--- config.mk ---
export PLATFORM = sky130hd
export DESIGN_NAME = seq_trojan_param
export DESIGN_NICKNAME = d
export VERILOG_FILES = /design/src/rtl/seq_trojan_pkg.sv /design/src/rtl/trig_fsm.sv /design/src/rtl/seq_trojan_param.sv
export SDC_FILE = /design/constraint.sdc
export NUM_CORES = 1
export LEC_CHECK = 0
export CAP_MARGIN = 30
export CORE_MARGIN = 2
export CORE_UTILIZATION = 40
export CTS_BUF_LIST = sky130_fd_sc_hd__clkbuf_2
export DETAILED_ROUTE_END_ITERATION = 12
export GPL_TIMING_DRIVEN = 0
export PLACE_DENSITY = 0.69
export SETUP_SLACK_MARGIN = 0.1
export SLEW_MARGIN = 20
export SYNTH_ARGS = -nofsm -noshare
export SYNTH_HDL_FRONTEND = slang
export SYNTH_SLANG_ARGS = --single-unit
export TNS_END_PERCENT = 1
--- constraint.sdc ---
create_clock -name c -period 2.7 [get_ports c]
set_input_delay 0.27 -clock c [delete_from_list [all_inputs] [get_ports c]]
set_output_delay 0.27 -clock c [all_outputs]
set_load 0.05 [all_outputs]
--- src/rtl/seq_trojan_pkg.sv ---
// Shared types and helpers for the parametrised sequential-trigger Trojan.
// Provides the trigger FSM state enum, payload mode constants and the log-class encoder.
package seq_trojan_pkg;

  typedef enum logic {
    COUNT = 1'b0,
    FIRE  = 1'b1
  } state_e;

  localparam int MODE_SUBST  = 0;
  localparam int MODE_INVERT = 1;

  // Log-class code of a magnitude: 0 for zero, 1 for 1..3,
  // otherwise the index of the most significant set bit.
  function automatic int unsigned log_class(input logic [31:0] v);
    int unsigned r;
    r = 0;
    for (int k = 0; k < 32; k++) begin
      if (v[k]) r = k;
    end
    if (v == 32'd0) begin
      r = 0;
    end else if (v < 32'd4) begin
      r = 1;
    end
    return r;
  endfunction

endpackage

--- src/rtl/trig_fsm.sv ---
// Hidden trigger: counts qualified falling edges of sample bit 0 and fires a payload window.
// Ports: c, rst (sync, active-high), iv, i0 (sample bit 0) -> trig (FIRE state), cnt (edge count).
import seq_trojan_pkg::*;

module trig_fsm #(
  parameter int CW       = 4,
  parameter int TRIG_CNT = 2,
  parameter int PAY_LEN  = 1,
  parameter int STICKY   = 0
) (
  input  logic          c,
  input  logic          rst,
  input  logic          iv,
  input  logic          i0,
  output logic          trig,
  output logic [CW-1:0] cnt
);

  localparam int PW = $clog2(PAY_LEN + 1);

  state_e          st_q;
  state_e          st_d;
  logic [CW-1:0]   cnt_q;
  logic [CW-1:0]   cnt_d;
  logic [PW-1:0]   pay_q;
  logic [PW-1:0]   pay_d;
  logic            prev_q;
  logic            prev_d;
  logic            fe;

  always_ff @(posedge c) begin
    if (rst) begin
      st_q   <= COUNT;
      cnt_q  <= '0;
      pay_q  <= '0;
      prev_q <= 1'b0;
    end else begin
      st_q   <= st_d;
      cnt_q  <= cnt_d;
      pay_q  <= pay_d;
      prev_q <= prev_d;
    end
  end

  always_comb begin
    st_d   = st_q;
    cnt_d  = cnt_q;
    pay_d  = pay_q;
    prev_d = prev_q;
    // Only valid samples advance the edge detector.
    fe     = iv & prev_q & ~i0;
    if (iv) prev_d = i0;
    unique case (st_q)
      COUNT: begin
        if (fe) begin
          if (32'(cnt_q) + 32'd1 == 32'(TRIG_CNT)) begin
            st_d  = FIRE;
            cnt_d = '0;
            pay_d = '0;
          end else begin
            cnt_d = cnt_q + 1'b1;
          end
        end
      end
      FIRE: begin
        // One payload is spent per valid sample, not per clock.
        if (iv) begin
          pay_d = pay_q + 1'b1;
          if ((STICKY == 0) &&
              (32'(pay_q) + 32'd1 == 32'(PAY_LEN))) begin
            st_d = COUNT;
          end
        end
      end
      default: st_d = COUNT;
    endcase
  end

  assign trig = (st_q == FIRE);
  assign cnt  = cnt_q;

endmodule

--- src/rtl/seq_trojan_param.sv ---
// Golden path: log-class encode, register, compare against a loaded reference.
// Ports: c, rst, i/iv sample, ld/ld_val reference load -> res/res_v match, trig, cnt.
import seq_trojan_pkg::*;

module seq_trojan_param #(
  parameter int IW       = 10,
  parameter int EW       = $clog2(IW),
  parameter int CW       = 4,
  parameter int TRIG_CNT = 2,
  parameter int PAY_LEN  = 1,
  parameter int STICKY   = 0,
  parameter int MODE     = 0
) (
  input  logic          c,
  input  logic          rst,
  input  logic [IW-1:0] i,
  input  logic          iv,
  input  logic          ld,
  input  logic [EW-1:0] ld_val,
  output logic          res,
  output logic          res_v,
  output logic          trig,
  output logic [CW-1:0] cnt
);

  logic [EW-1:0] ref_q;
  logic [EW-1:0] q;
  logic [EW-1:0] code;
  logic [EW-1:0] pay;
  logic          iv_d1;

  assign code = EW'(log_class(32'(i)));

  // Payload is built from the reference held before this edge.
  assign pay = (MODE == MODE_INVERT) ? (ref_q ^ EW'(1)) : ref_q;

  trig_fsm #(
    .CW       (CW),
    .TRIG_CNT (TRIG_CNT),
    .PAY_LEN  (PAY_LEN),
    .STICKY   (STICKY)
  ) u_trig (
    .c    (c),
    .rst  (rst),
    .iv   (iv),
    .i0   (i[0]),
    .trig (trig),
    .cnt  (cnt)
  );

  always_ff @(posedge c) begin
    if (rst) begin
      ref_q <= '0;
      q     <= '0;
      iv_d1 <= 1'b0;
      res   <= 1'b0;
      res_v <= 1'b0;
    end else begin
      if (ld) ref_q <= ld_val;
      if (iv) q <= trig ? pay : code;
      iv_d1 <= iv;
      res_v <= iv_d1;
      // res holds between valid results.
      if (iv_d1) res <= (q == ref_q);
    end
  end

endmodule

=== Yosys cells after proc, flatten, opt, wreduce, memory -nomap -nowiden ===
Index checks and enable logic that the tools add are counted.

* Bits of input ports: 18
* Register bits after elaboration: 18
* Output and inout bits: 7
* Word-level logic and storage cells: 49

* Bitwise logic cells: 4
* Order comparisons: 1
* Equal/unequal tests: 6
* Multiplexer cells: 22
* Reduce and logical (&&, ||, !) cells: 3
* $add $sub $neg: 4

{| class="wikitable"
|+ Operators by type and width
! operator !! number
|-
| $mux 4 || 11
|-
| $eq 32x1->1 const B || 1
|-
| $eq 32x2->1 const B || 1
|-
| $logic_not 10->1 || 1
|-
| $lt 10x3->1 const B || 1
|-
| $mux 1 || 8
|-
| $add 4x1->5 const B || 1
|-
| $add 4x1->4 const B || 1
|-
| $eq 4x4->1 || 1
|-
| $ne 2x1->1 const B || 2
|-
| $pmux 1 s2 || 2
|-
| $reduce_and 3->1 || 1
|-
| $add 1x1->2 const B || 1
|-
| $and 1x1->1 || 2
|-
| $mux 2 || 1
|-
| $ne 2x2->1 const B || 1
|-
| $not 1->1 || 2
|-
| $reduce_and 2->1 || 1
|-
| $add 1x1->1 const B || 1
|}

=== Logic depth before layout (Yosys ltp) ===
Gate-level depths: netlist (run 1).

* Depth after elaboration: 12
* Mapped depth: 5
* Mapped depth without buffers: 5

=== Modules after synthesis ===
Synthesis (run 1) repeated with hierarchy kept, for this count alone.

* Cells, all modules: 106
* Area total of the unflattened synthesis: 963.4 um^2

{| class="wikitable"
|+ By module, submodules not included
! module !! cells each !! area each (um^2) !! times used !! sequential area each (um^2)
|-
| seq_trojan_param || 61 || 540.5 || 1 || 220.2
|-
| trig_fsm || 45 || 422.9 || 1 || 140.1
|}

=== Worst setup path after synthesis (run 1) ===
No wires, ideal clock.

* Kind: flip-flop to flip-flop
* Start point: reg u_trig.cnt_q[0] (netlist: u_trig.cnt[0])
* End point: reg u_trig.cnt_q[1] (netlist: u_trig.cnt[1])
* Setup time: 0.103 ns
* Slack: 0.965 ns
* Required time: 2.597 ns
* Cell stages (with the launch flop): 5
* Buffers on the path: 0
* Period minus slack after synthesis: 1.735 ns
* Arrival: 1.631 ns
* Path through: dfxtp_1 -> ha_1 -> nor2_1 -> o2111a_4 -> a2111oi_2

* Longest elaborated chain between the ends: 3
* Elaborated cells between the ends (all ways): 4
* Classes of those cells: 2 x add/sub; 1 x eq/ne; 1 x mux

{| class="wikitable"
|+ RTL lines
! element !! RTL line !! RTL
|-
| start, declared || trig_fsm.sv:23 || <nowiki>logic [CW-1:0] cnt_q;</nowiki>
|-
| start signal, assigned || trig_fsm.sv:39 || <nowiki>cnt_q <= cnt_d;</nowiki>
|-
| $add 4x1->5 || trig_fsm.sv:56 || <nowiki>if (32'(cnt_q) + 32'd1 == 32'(TRIG_CNT)) begin</nowiki>
|-
| $eq 32x2->1 || trig_fsm.sv:56 ||
|-
| $mux 4 (*) || trig_fsm.sv:56 ||
|}

Mark *: on every way between the ends. The rest lies on a longest branch, timed or not.
A chain may end at the register's enable or synchronous reset.

=== Final worst setup path (run 1) ===
* Start point: reg u_trig.cnt_q[0] (netlist: u_trig.cnt[0])
* End point: out cnt[0]

{| class="wikitable"
|+ RTL lines
! element !! RTL line !! RTL
|-
| end, declared || seq_trojan_param.sv:23 || <nowiki>output logic [CW-1:0] cnt</nowiki>
|}

No word-level cell between the ends.

==> flow_summary_export.csv, run 1 <==
group,metric,value,unit
run_status,status,"finished clean",
cts,clock-sinks,18,
synthesis,ys_ff_latch,18,
synthesis,synth_commonest_cells,"dfxtp_1, nor2_1, mux2i_1",
synthesis,synth.most_common_cell,"dfxtp_1",
placement,dp_hpwl,1.45,mm
timing,fin_skew,5.08,ps
global_routing,grt_pass1_vias,759,
synthesis,syn-num-nets,117,
synthesis,syn_avg_cell_area,9.08,sq um
synthesis,synth_cells,97,
timing,fmax,0.527,GHz
timing,setup_viol,0,
detailed_routing,routed_wl,1.84,mm
cts,post_cts_buffers,0,
cts,cts_hold_buf,0,
die,fp.dieH,50.9,microns
cts,ctsResizeCount,0,
cts,clk_pin_slew,180,ps
detailed_routing,vias,783,
global_routing,grt_first_pass_wirelength,3.08,mm
power,combPwrFrac,16.8,%
power,power.leakage,0.455,nW
detailed_routing,viasPerCell,5.22,
setup_path,path_cells,"clkdlybuf4s50_1",
detailed_routing,first_pass_iters,6,
die,core,2020,sq um
flow_run,drv_cap,0,
synthesis,netlist.area_leader.share,40.9,%
cts,tritoncts,"built",
cts,htree_levels,1,
timing,holdWs,356,ps
die,fp-row-count,16,
global_routing,gr-total-overflow,0,
placement,gp_routability_congestion,0.845,
die,die_w,50.9,microns
setup_path,cpPeakStageDelay,840,ps
synthesis,ys_types,31,
synthesis,async_reset_ff_share,0,%
finish,finish.utilization,57.1,%
detailed_routing,wl_per_cell,12.2,microns
power,switchingPower,0.000133,W
synthesis,synth_edf_count,0,
detailed_routing,dr.first_iter.drc_count,15,
timing,finalCritPeriodShare,70.3,%
timing,hold_viol,0,
cts,clk_path_buf_depth,2,
timing,setup_tns,0,ps
setup_path,endpoint_kind,"primary output",
power,p_seq_share,58.9,%
finish,stdcell_count,150,
timing,maxSlewViolCount,0,
finish,fin_nets,144,
die,die_area,2590,sq um
finish,drive_above_1_share,6.50,%
setup_path,cp_top_family,"buffers and inverters",
global_routing,antenna_found_initial,0,
placement,dp_cells,146,
setup_path,cp.required,2430,ps
power,ir_drop,0.305,mV
synthesis,synth-seq-area-share,40.9,%
synthesis,yosysWarnings,0,
setup_path,cp_num_buf_inv,1,
setup_path,worstPathArrival,1630,ps
finish,synthToLayoutAreaGrowth,31.0,%
synthesis,ys_top_cells_by_area,"dfxtp_1, mux2i_1, xor2_1",
detailed_routing,ant_nets,0,
die,boundaryPins,25,
die,initial_core_util,43.6,%
timing,rsz0062_at_grt,"no",
detailed_routing,drc_errors,0,
synthesis,synth_area_leader_cell,"dfxtp_1",
synthesis,synthFlopType,"dfxtp_1",
synthesis,synth_area,881,sq um
setup_path,slowest_stage,"clkdlybuf4s50_1",
setup_path,criticalPathCategory,"reg -> out",
setup_path,cp-start-kind,"flop",
global_routing,grt_max_degree,11,
finish,diodes,0,
timing,post-route-min-period,1900,ps
power,power_density,422,nW/um^2
power,p_int,0.000354,W
timing,worstMarginPinSlew,493,ps
global_routing,track_usage,15.5,%
power,power_frac_clock,24.3,%
power,switching_share,27.3,%
placement,portBuffers,22,
cts,clock_latency,300,ps
timing,slew_headroom,67.0,%
hold_path,hold_class,"in -> reg",
setup_path,worstPathMaxFanout,6,
cts,cts_made_buffers,3,
cts,clock-root-buffer,"clkbuf_2",
## worst min-delay path, delay by kind of cell
family	cells	cell delay, ps
and+or+nand+nor	1	50
buffers and inverters	1	150
muxes	1	170
## flip-flops by register name, indices dropped and copies added (netlist names)
register,count
iv_d1,1
u_trig.trig,1
q,4
res_v,1
pay,4
u_trig.pay_q,1
u_trig.cnt,4
res,1
u_trig.prev_q,1
## stage by stage
step           instance area (sq um)  total power, W  setup slack [ps]
6_report                        1150        0.000486               801
5_1_grt                         1150        0.000508               725
4_1_cts                         1150        0.000492               789
3_5_place_dp                    1130        0.000375              1060
3_3_place_gp                    1130        0.000373              1090
2_1_floorplan                    881        0.000335               965
## cell type report
cell class / instances / area [sq um]
Fill cell: 201 / 868
Multi-Input combinational cell: 69 / 474
Sequential cell: 18 / 360
Timing Repair Buffer: 22 / 220
Tap cell: 27 / 33.8
Buffer: 5 / 27.5
Inverter: 5 / 18.8
Clock buffer: 3 / 15.0
Clock inverter: 1 / 3.75
## power by group through the flow
stage	Clock [W]	Combinational, W	Sequential (W)
5_1_grt	0.000130	0.0000892	0.000288
2_1_floorplan	0	0.0000367	0.000299
3_3_place_gp	0	0.0000808	0.000292
4_1_cts	0.000123	0.0000826	0.000287
3_5_place_dp	0	0.0000823	0.000293
6_report	0.000118	0.0000816	0.000287
## worst paths after layout
check             depth (start not counted)                  startpoint  slack, ps                          to
setup / recovery                          1  u_trig.cnt[0]$_SDFFE_PP0P_        800                      cnt[0]
hold / removal                            3                          ld        360         pay[3]$_SDFFE_PP0P_
setup reg to reg                          5  u_trig.cnt[0]$_SDFFE_PP0P_       1190  u_trig.cnt[1]$_SDFFE_PP0P_
hold reg to reg                           1            iv_d1$_SDFF_PP0_        500            res_v$_SDFF_PP0_
## layout by cell type (no fill, tap or decap), types with 2 or more instances in the layout
master	n
nand2_1	7
mux2i_1	8
a21oi_1	4
nor3_1	3
dfxtp_1	18
clkdlybuf4s50_1	22
clkbuf_2	3
nor2b_1	3
xor2_1	6
nor2_1	13
nor4_1	2
ha_1	2
clkbuf_1	3
inv_1	5
o21ai_0	5
## kinds of logic after synthesis
kind of cell | share of synthesized area [%]
AOI/OAI and AO/OA | 14.5
xor gates and xnor gates | 6.96
adders and majority gates | 2.84
buffers and inverters | 5.26
DFF | 40.9
muxes | 9.09
and+or+nand+nor | 20.5
## layer usage
layer  vias to the layer above  share of wire (%)  global-route usage, %  wire length, microns
met1                       366                 42                   17.0                   773
met4                         0               0.76                   4.05                    14
met3                         2                4.9                   5.26                    90
li1                        393                  -                      -                     -
met2                        22                 52                   28.1                   956
met5                         -                  0                      0                     0
(Power assumes the default switching activity.)
==> inputs of run 2 (changes only) <==
Clock period 2.7 ns to 1.8 ns, I/O delays scaled along.
==> flow_summary_export.csv, run 2 (same netlist as run 1, synthesis figures left out) <==
group,metric,value,unit
setup_path,slowest_stage,"clkdlybuf4s50_1",
cts,clock_latency,300,ps
detailed_routing,drc_errors,0,
cts,cts_made_buffers,3,
placement,gp_routability_congestion,0.845,
placement,place_ws,255,ps
die,boundaryPins,25,
timing,setup_viol,0,
timing,fmax,0.586,GHz
setup_path,cp.required,1620,ps
power,power.leakage,0.479,nW
detailed_routing,wl_met3,91,microns
cts,htree_levels,1,
global_routing,grt_first_pass_wirelength,3.14,mm
setup_path,criticalPathCategory,"reg -> out",
setup_path,cp-start-kind,"flop",
cts,clock-root-buffer,"clkbuf_2",
finish,synthToLayoutAreaGrowth,31.4,%
detailed_routing,highest_layer,"met3",
detailed_routing,routed-wl-met2,940,microns
setup_path,cp_num_buf_inv,1,
finish,final_common_cell,"clkdlybuf4s50_1",
power,power_density,626,nW/um^2
placement,dp_hpwl,1.45,mm
global_routing,grt_pass1_vias,750,
global_routing,gr-total-overflow,0,
timing,rsz0062_at_grt,"yes",
setup_path,endpoint_kind,"primary output",
finish,mostFrequentLayoutCells,"clkdlybuf4s50_1, dfxtp_1, nor2_1",
timing,setup_tns,0,ps
setup_path,cp_top_family,"buffers and inverters",
timing,finalCritPeriodShare,94.8,%
detailed_routing,viasPerCell,5.12,
detailed_routing,vias,768,
detailed_routing,dr.first_iter.drc_count,12,
die,core,2020,sq um
die,fp-row-count,16,
setup_path,cpPeakStageDelay,820,ps
hold_path,hold_class,"in -> reg",
die,initial_core_util,43.6,%
detailed_routing,ant_nets,0,
detailed_routing,wl_met1,795,microns
placement,portBuffers,22,
cts,clk_pin_slew,170,ps
timing,worstMarginPinSlew,495,ps
timing,slew_headroom,66.9,%
global_routing,grt_max_degree,11,
finish,diodes,0,
global_routing,antenna_found_initial,0,
setup_path,worstPathMaxFanout,6,
setup_path,worstPathArrival,1530,ps
cts,clock-sinks,18,
run_status,status,"finished clean",
timing,fin_skew,3.60,ps
die,die_area,2590,sq um
timing,maxSlewViolCount,0,
power,ir_drop,0.358,mV
detailed_routing,routed_wl,1.83,mm
cts,tritoncts,"built",
finish,drive_above_1_share,8.13,%
timing,post-route-min-period,1710,ps
global_routing,track_usage,15.9,%
die,fp.dieH,50.9,microns
cts,clk_path_buf_depth,2,
finish,fin_nets,144,
die,die_w,50.9,microns
setup_path,path_cells,"clkdlybuf4s50_1",
timing,fin_ws,93.7,ps
flow_run,drv_cap,0,
timing,hold_viol,0,
detailed_routing,wl_per_cell,12.2,microns
detailed_routing,first_pass_iters,4,
==> run 2: path summary, 6_finish.rpt <==
kind,startpoint,to,slack [ps],cells after the start
min,ld,pay[3]$_SDFFE_PP0P_,270,3
max,u_trig.cnt[1]$_SDFFE_PP0P_,cnt[1],90,1
min reg2reg,iv_d1$_SDFF_PP0_,res_v$_SDFF_PP0_,500,1
max reg2reg,u_trig.cnt[0]$_SDFFE_PP0P_,u_trig.cnt[1]$_SDFFE_PP0P_,330,5
==> run 2: per-layer routing <==
layer  GRT usage [%]  vias to the layer above
met5               0                        -
met4            2.70                        0
met3            6.14                        0
met2            28.8                       16
met1            17.5                      361
li1                -                      391
==> run 2: per-stage QoR <==
stage / utilization (%) / total power [W] / cells / hold slack [ps] / cell area [sq um]
after global routing: 57.2 / 0.000765 / 150 / 263 / 1160
after CTS: 57.1 / 0.000731 / 150 / 271 / 1150
after floorplan: - / 0.000504 / 97 / 327 / 883
after detailed placement: 56.3 / 0.000563 / 146 / 484 / 1140
after global placement: 56.3 / 0.000560 / 146 / 471 / 1140
final: 57.2 / 0.000725 / 150 / 274 / 1160
==> run 2: power breakdown <==
part / internal (W) / switching [W]
combinational: 0.0000657 / 0.0000575
sequential: 0.000417 / 0.0000134
clock: 0.0000483 / 0.000123
total: 0.000531 / 0.000194
==> run 2: timing repair <==
item                                    in CTS  in global routing
endpoints found under the setup margin       4                  5
hold buffers                                 0                  0
resized for setup                            1                  1
setup buffers                                0                  0
==> run 2: final cells by class <==
class                   instances  area [sq um]
plain buffers                   5          27.5
clock buffers                   3          15.0
clock inverters                 1          3.75
fillers                       187           865
inverters                       5          18.8
multi-input cells              69           474
flip-flops and latches         18           363
well taps                      27          33.8
repair buffers                 22           221
